## src/rtl/serial_tx_8bit_pkg.sv

```systemverilog
// Shared types and constants for the parallel-to-serial transmitter.
package ser_pkg;

  localparam int DEFAULT_DATA_W = 8;

  typedef enum logic [1:0] {
    IDLE  = 2'd0,
    SHIFT = 2'd1,
    DONE  = 2'd2
  } state_t;

  // Counter needs at least one bit even for a single-bit word.
  function automatic int cnt_width(input int w);
    return (w > 1) ? $clog2(w) : 1;
  endfunction

endpackage

```

## src/rtl/serial_tx_8bit_if.sv

```systemverilog
// Word handshake plus serial-side outputs of serial_tx_8bit.
interface serial_tx_8bit_if
  import ser_pkg::*;
#(
  parameter int DATA_W = DEFAULT_DATA_W
);

  logic [DATA_W-1:0] DIn;
  logic              DValid;
  logic              DReady;
  logic              SID;
  logic              SEn;
  logic              Busy;
  logic              Done;

  modport master (
    output DIn, DValid,
    input  DReady, SID, SEn, Busy, Done
  );

  modport slave (
    input  DIn, DValid,
    output DReady, SID, SEn, Busy, Done
  );

endinterface

```

## src/rtl/serial_tx_8bit_bit_counter.sv

```systemverilog
// Bit position counter: sync clear, enable, saturates at DATA_W-1 and flags it.
module bit_counter
  import ser_pkg::*;
#(
  parameter int  DATA_W = DEFAULT_DATA_W,
  localparam int CNT_W  = cnt_width(DATA_W)
) (
  input  logic Clk,
  input  logic Rst,
  input  logic i_clr,
  input  logic i_en,
  output logic o_tc
);

  logic [CNT_W-1:0] r_cnt;

  always_ff @(posedge Clk) begin
    if (Rst || i_clr) begin
      r_cnt <= '0;
    end else if (i_en && !o_tc) begin
      r_cnt <= r_cnt + CNT_W'(1);
    end
  end

  assign o_tc = (r_cnt == CNT_W'(DATA_W - 1));

endmodule

```

## src/rtl/serial_tx_8bit.sv

```systemverilog
// Serializes one DATA_W-bit word per handshake onto SID, qualified by SEn,
// followed by a one-cycle Done pulse.
module serial_tx_8bit
  import ser_pkg::*;
#(
  parameter int DATA_W    = DEFAULT_DATA_W,
  parameter int LSB_FIRST = 1
) (
  input  logic             Clk,
  input  logic             Rst,
  serial_tx_8bit_if.slave  bus
);

  state_t            r_state;
  state_t            w_state_nxt;
  logic [DATA_W-1:0] r_shreg;
  logic [DATA_W-1:0] w_shreg_nxt;
  logic              r_sid;
  logic              r_sen;
  logic              r_done;
  logic              w_ready;
  logic              w_hs;
  logic              w_cnt_clr;
  logic              w_cnt_en;
  logic              w_tc;

  function automatic logic lead_bit(input logic [DATA_W-1:0] v);
    return (LSB_FIRST != 0) ? v[0] : v[DATA_W-1];
  endfunction

  function automatic logic [DATA_W-1:0] shift_next(input logic [DATA_W-1:0] v);
    return (LSB_FIRST != 0) ? (v >> 1) : (v << 1);
  endfunction

  // Gating with Rst keeps a handshake offered during reset from being taken.
  assign w_ready = (r_state == IDLE) && !Rst;
  assign w_hs    = bus.DValid && w_ready;

  bit_counter #(
    .DATA_W (DATA_W)
  ) u_bit_counter (
    .Clk   (Clk),
    .Rst   (Rst),
    .i_clr (w_cnt_clr),
    .i_en  (w_cnt_en),
    .o_tc  (w_tc)
  );

  always_comb begin
    w_state_nxt = r_state;
    w_shreg_nxt = r_shreg;
    w_cnt_clr   = 1'b0;
    w_cnt_en    = 1'b0;
    case (r_state)
      IDLE: begin
        if (w_hs) begin
          w_state_nxt = SHIFT;
          w_shreg_nxt = bus.DIn;
          w_cnt_clr   = 1'b1;
        end
      end
      SHIFT: begin
        w_cnt_en    = 1'b1;
        w_shreg_nxt = shift_next(r_shreg);
        if (w_tc) begin
          w_state_nxt = DONE;
        end
      end
      DONE: begin
        w_state_nxt = IDLE;
      end
      default: begin
        w_state_nxt = IDLE;
      end
    endcase
  end

  // Outputs are registered from the next state so SID always equals the
  // leading bit of the shift register while in SHIFT.
  always_ff @(posedge Clk) begin
    if (Rst) begin
      r_state <= IDLE;
      r_shreg <= '0;
      r_sid   <= 1'b0;
      r_sen   <= 1'b0;
      r_done  <= 1'b0;
    end else begin
      r_state <= w_state_nxt;
      r_shreg <= w_shreg_nxt;
      r_sid   <= (w_state_nxt == SHIFT) ? lead_bit(w_shreg_nxt) : 1'b0;
      r_sen   <= (w_state_nxt == SHIFT);
      r_done  <= (w_state_nxt == DONE);
    end
  end

  assign bus.DReady = w_ready;
  assign bus.SID    = r_sid;
  assign bus.SEn    = r_sen;
  assign bus.Busy   = (r_state != IDLE);
  assign bus.Done   = r_done;

endmodule

```

## src/flat_wrapper.sv

```systemverilog
// flat-port wrapper written by rule: the top's interface ports become plain ports
module serial_tx_8bit_flat import ser_pkg::*;
#(
  parameter int DATA_W    = DEFAULT_DATA_W,
  parameter int LSB_FIRST = 1
)
  (Clk, Rst, bus_DIn, bus_DValid, bus_DReady, bus_SID, bus_SEn, bus_Busy, bus_Done);
  serial_tx_8bit_if #(.DATA_W(DATA_W)) bus_i ();
  input  logic Clk;
  input  logic Rst;
  input wire logic [$bits(bus_i.DIn)-1:0] bus_DIn;
  input wire logic [$bits(bus_i.DValid)-1:0] bus_DValid;
  output wire logic [$bits(bus_i.DReady)-1:0] bus_DReady;
  output wire logic [$bits(bus_i.SID)-1:0] bus_SID;
  output wire logic [$bits(bus_i.SEn)-1:0] bus_SEn;
  output wire logic [$bits(bus_i.Busy)-1:0] bus_Busy;
  output wire logic [$bits(bus_i.Done)-1:0] bus_Done;
  assign bus_i.DIn = bus_DIn;
  assign bus_i.DValid = bus_DValid;
  assign bus_DReady = bus_i.DReady;
  assign bus_SID = bus_i.SID;
  assign bus_SEn = bus_i.SEn;
  assign bus_Busy = bus_i.Busy;
  assign bus_Done = bus_i.Done;
  serial_tx_8bit #(.DATA_W(DATA_W), .LSB_FIRST(LSB_FIRST)) u_core (.Clk(Clk), .Rst(Rst), .bus(bus_i));
endmodule
```

## config.mk

```make
export PLATFORM = sky130hd
export DESIGN_NAME = serial_tx_8bit_flat
export DESIGN_NICKNAME = d
export VERILOG_FILES = /design/src/rtl/serial_tx_8bit_pkg.sv /design/src/rtl/serial_tx_8bit_if.sv /design/src/rtl/serial_tx_8bit_bit_counter.sv /design/src/rtl/serial_tx_8bit.sv /design/src/flat_wrapper.sv
export SDC_FILE = /design/constraint.sdc
export NUM_CORES = 1
export LEC_CHECK = 0
export ABC_CLOCK_PERIOD_IN_PS = 2100
export BUFFER_PORTS_ARGS = -buffer_cell sky130_fd_sc_hd__clkbuf_2
export CORE_AREA = 5 5 42 44
export DETAILED_ROUTE_END_ITERATION = 10
export DIE_AREA = 0 0 47 49
export PLACE_DENSITY = 0.71
export SETUP_SLACK_MARGIN = 0.02
export SLEW_MARGIN = 25
export SYNTH_ARGS = -nofsm -noshare
export SYNTH_HDL_FRONTEND = slang
export SYNTH_SLANG_ARGS = --single-unit
```

## constraint.sdc

```tcl
create_clock -name Clk -period 2.1 [get_ports Clk]
set_clock_uncertainty 0.05 [all_clocks]
set_input_delay 0.21 -clock Clk [delete_from_list [all_inputs] [get_ports Clk]]
set_output_delay 0.21 -clock Clk [all_outputs]
set_load 0.02 [all_outputs]
```

==> metrics.cfg <==
[status]
outcome=finished clean

[synthesis]
synth_edf_count=0
syn-cell-area_um2=636
yosysTopAreaCell=dfxtp_1
synth_ff_type=dfxtp_1
avgSynthCellArea_um2=9.93
synth_nets=77
synthTopCellsByCount=dfxtp_1 (15), nor2_1 (13), a211oi_1 (6), o22ai_1 (5), inv_1 (3)
yosysMostFrequentCell=dfxtp_1
yosysWarnings=0
ys_seq_area_share_pct=47.2
ys_seq_elements=15
synthCells=64
synth_top_area_share_pct=47.2
synth_area_leaders=dfxtp_1 (47%), nor2_1 (7.7%), a211oi_1 (7.1%)
synth.distinct_cells=23
async_flop_share_pct=0

[routing]
totalWireLength_um=1140
dr.pass1.iters=3
drc=0
ant_nets=0
avgRoutedWirePerCell_um=11.8
viasPerCell=5.29
drtIter0Drc=2
via_count=513

[sta]
setup_ws_ps=592
min_period_ps=1510
max_freq_mhz=663
finalMaxSlewViolations=0
finalCritPeriodShare_pct=71.8
tns_ps=0
hold_viol=0
setup_violations=0
worstMarginPinSlew_ps=321
finalHoldWorstSlack_ps=155
slew-limit-headroom_pct=78.6
rsz0062_at_grt=false

[worst_setup_path]
cp-end-kind=primary output
critPathLaunch=u_core.r_state[0]
r2r_cells=5
path_cells=nor2_1 > inv_1 > nor2_1 > clkbuf_2
path_class=flop to primary output
crit_required_ps=1840
r2r_end=u_core.u_bit_counter.r_cnt[2]
cp_max_fo=10
crit_top_cell=nor2_1
slowest_delay_ps=410
cp-start-kind=flop
r2r_start=u_core.u_bit_counter.r_cnt[0]
critical_path_arrival_ps=1250
r2r_slack_ps=660
slowest_stage=dfxtp_1
worstSetupEndpoint=bus_DReady

[power_and_ir_drop]
powerDensity_nw_per_um2=738
finalPower_uw=548
irDropWorstVdd_uv=353
leakagePower_uw=0.000332

[clocking]
clkSlewWorstSetupHoldPaths_ps=90
clk_latency_ps=270
cts_sinks=15
cts_resized=0
numCtsBuffers=3
cts_tree=built
htree_levels=1
cts_buffer_depth=2
cts_root_buffer=clkbuf_4
postCtsHoldBufs=0
cts_setup_buffers=0

[finish]
num_antenna_cells=0
drive_gt1_share_pct=28.4
fill_cells=141
area_growth_pct=16.9
nNetsFinal=95
final_area_um2=743

[global_route]
grt-ovfl-total=0
grt_max_degree=15
antenna_found_initial=0
grt_pass1_vias=501
grt_pass1_wl_um=2060
track_usage_pct=11.8

[placed_design]
placed_area_um2=716
dp_slack_ps=667
gp_congestion=0.713
post-dp-hpwl_um=872
io_buffers=15

[floorplan]
die_w_um=47
pin_count=16
die_area_um2=2300
core_area_um2=1400
initial_core_util_pct=45.4
rows=14
die_y_um=49

[job]
drv_cap=0

[worst_hold_path]
hold_class=primary input to flop

-- critical path: cells and delay by family (launching register included) --
kind	cells	cell delay (ps)
buf+inv	2	260
flops	1	410
simple gates	2	300
-- through the flow --
step / instances / utilization, %
after floorplan: 64 / -
after global placement: 93 / 51.1
after detailed placement: 93 / 51.1
after CTS: 97 / 53.0
after global routing: 97 / 53.0
final: 97 / 53.0
-- cells by family after synthesis --
| logic type | after synthesis | share of synthesized area, % |
|---|---|---|
| flip-flops | 15 | 47.2 |
| AND/OR/NAND/NOR | 22 | 19.7 |
| XOR/XNOR | 1 | 1.38 |
| buffers and inverters | 5 | 4.13 |
| AO/OA/AOI/OAI | 17 | 20.5 |
| adder cells (fa/ha/maj) | 2 | 3.94 |
| multiplexers | 2 | 3.15 |
-- worst min-delay path by stage --
stage,slack (ps),startpoint,end,depth (start not counted)
2_1_floorplan,230,Rst,u_core.bus.SEn,1
3_3_place_gp,430,u_core.r_shreg[7],u_core.r_shreg[7],2
3_5_place_dp,440,u_core.r_shreg[4],u_core.r_shreg[4],2
4_1_cts,150,bus_DIn[7],u_core.r_shreg[7],3
5_1_grt,180,bus_DIn[7],u_core.r_shreg[7],3
6_report,160,bus_DIn[7],u_core.r_shreg[7],3
-- area by class of cell --
type | instances | area (µm²) | share of cell area (%)
well taps | 16 | 20.0 | 2.69
multi-input cells | 44 | 309 | 41.6
clock inverters | 1 | 5.00 | 0.673
flip-flops and latches | 15 | 300 | 40.4
clock buffers | 3 | 22.5 | 3.03
repair buffers | 15 | 75.1 | 10.1
inverters | 3 | 11.3 | 1.52
-- placed cells by master, fill, tap and decap left out --
cell / count
a211oi_1: 6
clkinv_2: 1
o21bai_1: 1
nand2_1: 1
inv_1: 3
and2b_2: 1
nand2b_1: 1
xnor2_1: 1
nor3b_2: 1
or3b_1: 1
o21ba_4: 1
o22ai_1: 5
a32oi_1: 2
dfxtp_1: 15
nor3b_1: 1
nor2_1: 13
a21o_1: 1
nor3b_4: 1
mux2i_1: 2
nor3_1: 2
ha_1: 2
clkbuf_2: 15
o21ai_0: 1
clkbuf_4: 3
-- where the power goes --
part	leakage [µW]	internal (µW)	total, µW	switching (µW)
logic	0.000191	35.9	74.8	38.9
clock network	0.0000177	70.5	162	91.4
registers	0.000123	301	312	10.6
total	0.000332	407	548	141
-- sequential cells by signal, indices dropped and copies added (netlist names) --
signal and count:
u_core.bus.SID 1, u_core.u_bit_counter.r_cnt 3, u_core.bus.Done 1, u_core.bus.SEn 1
u_core.r_state 2, u_core.r_shreg 7
-- layer usage --
layer	vias to the layer above	track usage, %	wire length (µm)
met4	0	5.53	16
met1	235	16.8	543
met3	2	3.69	54
met5	-	0	0
met2	9	15.6	526
li1	267	-	-
No activity file was read; power rests on OpenSTA's default activity.
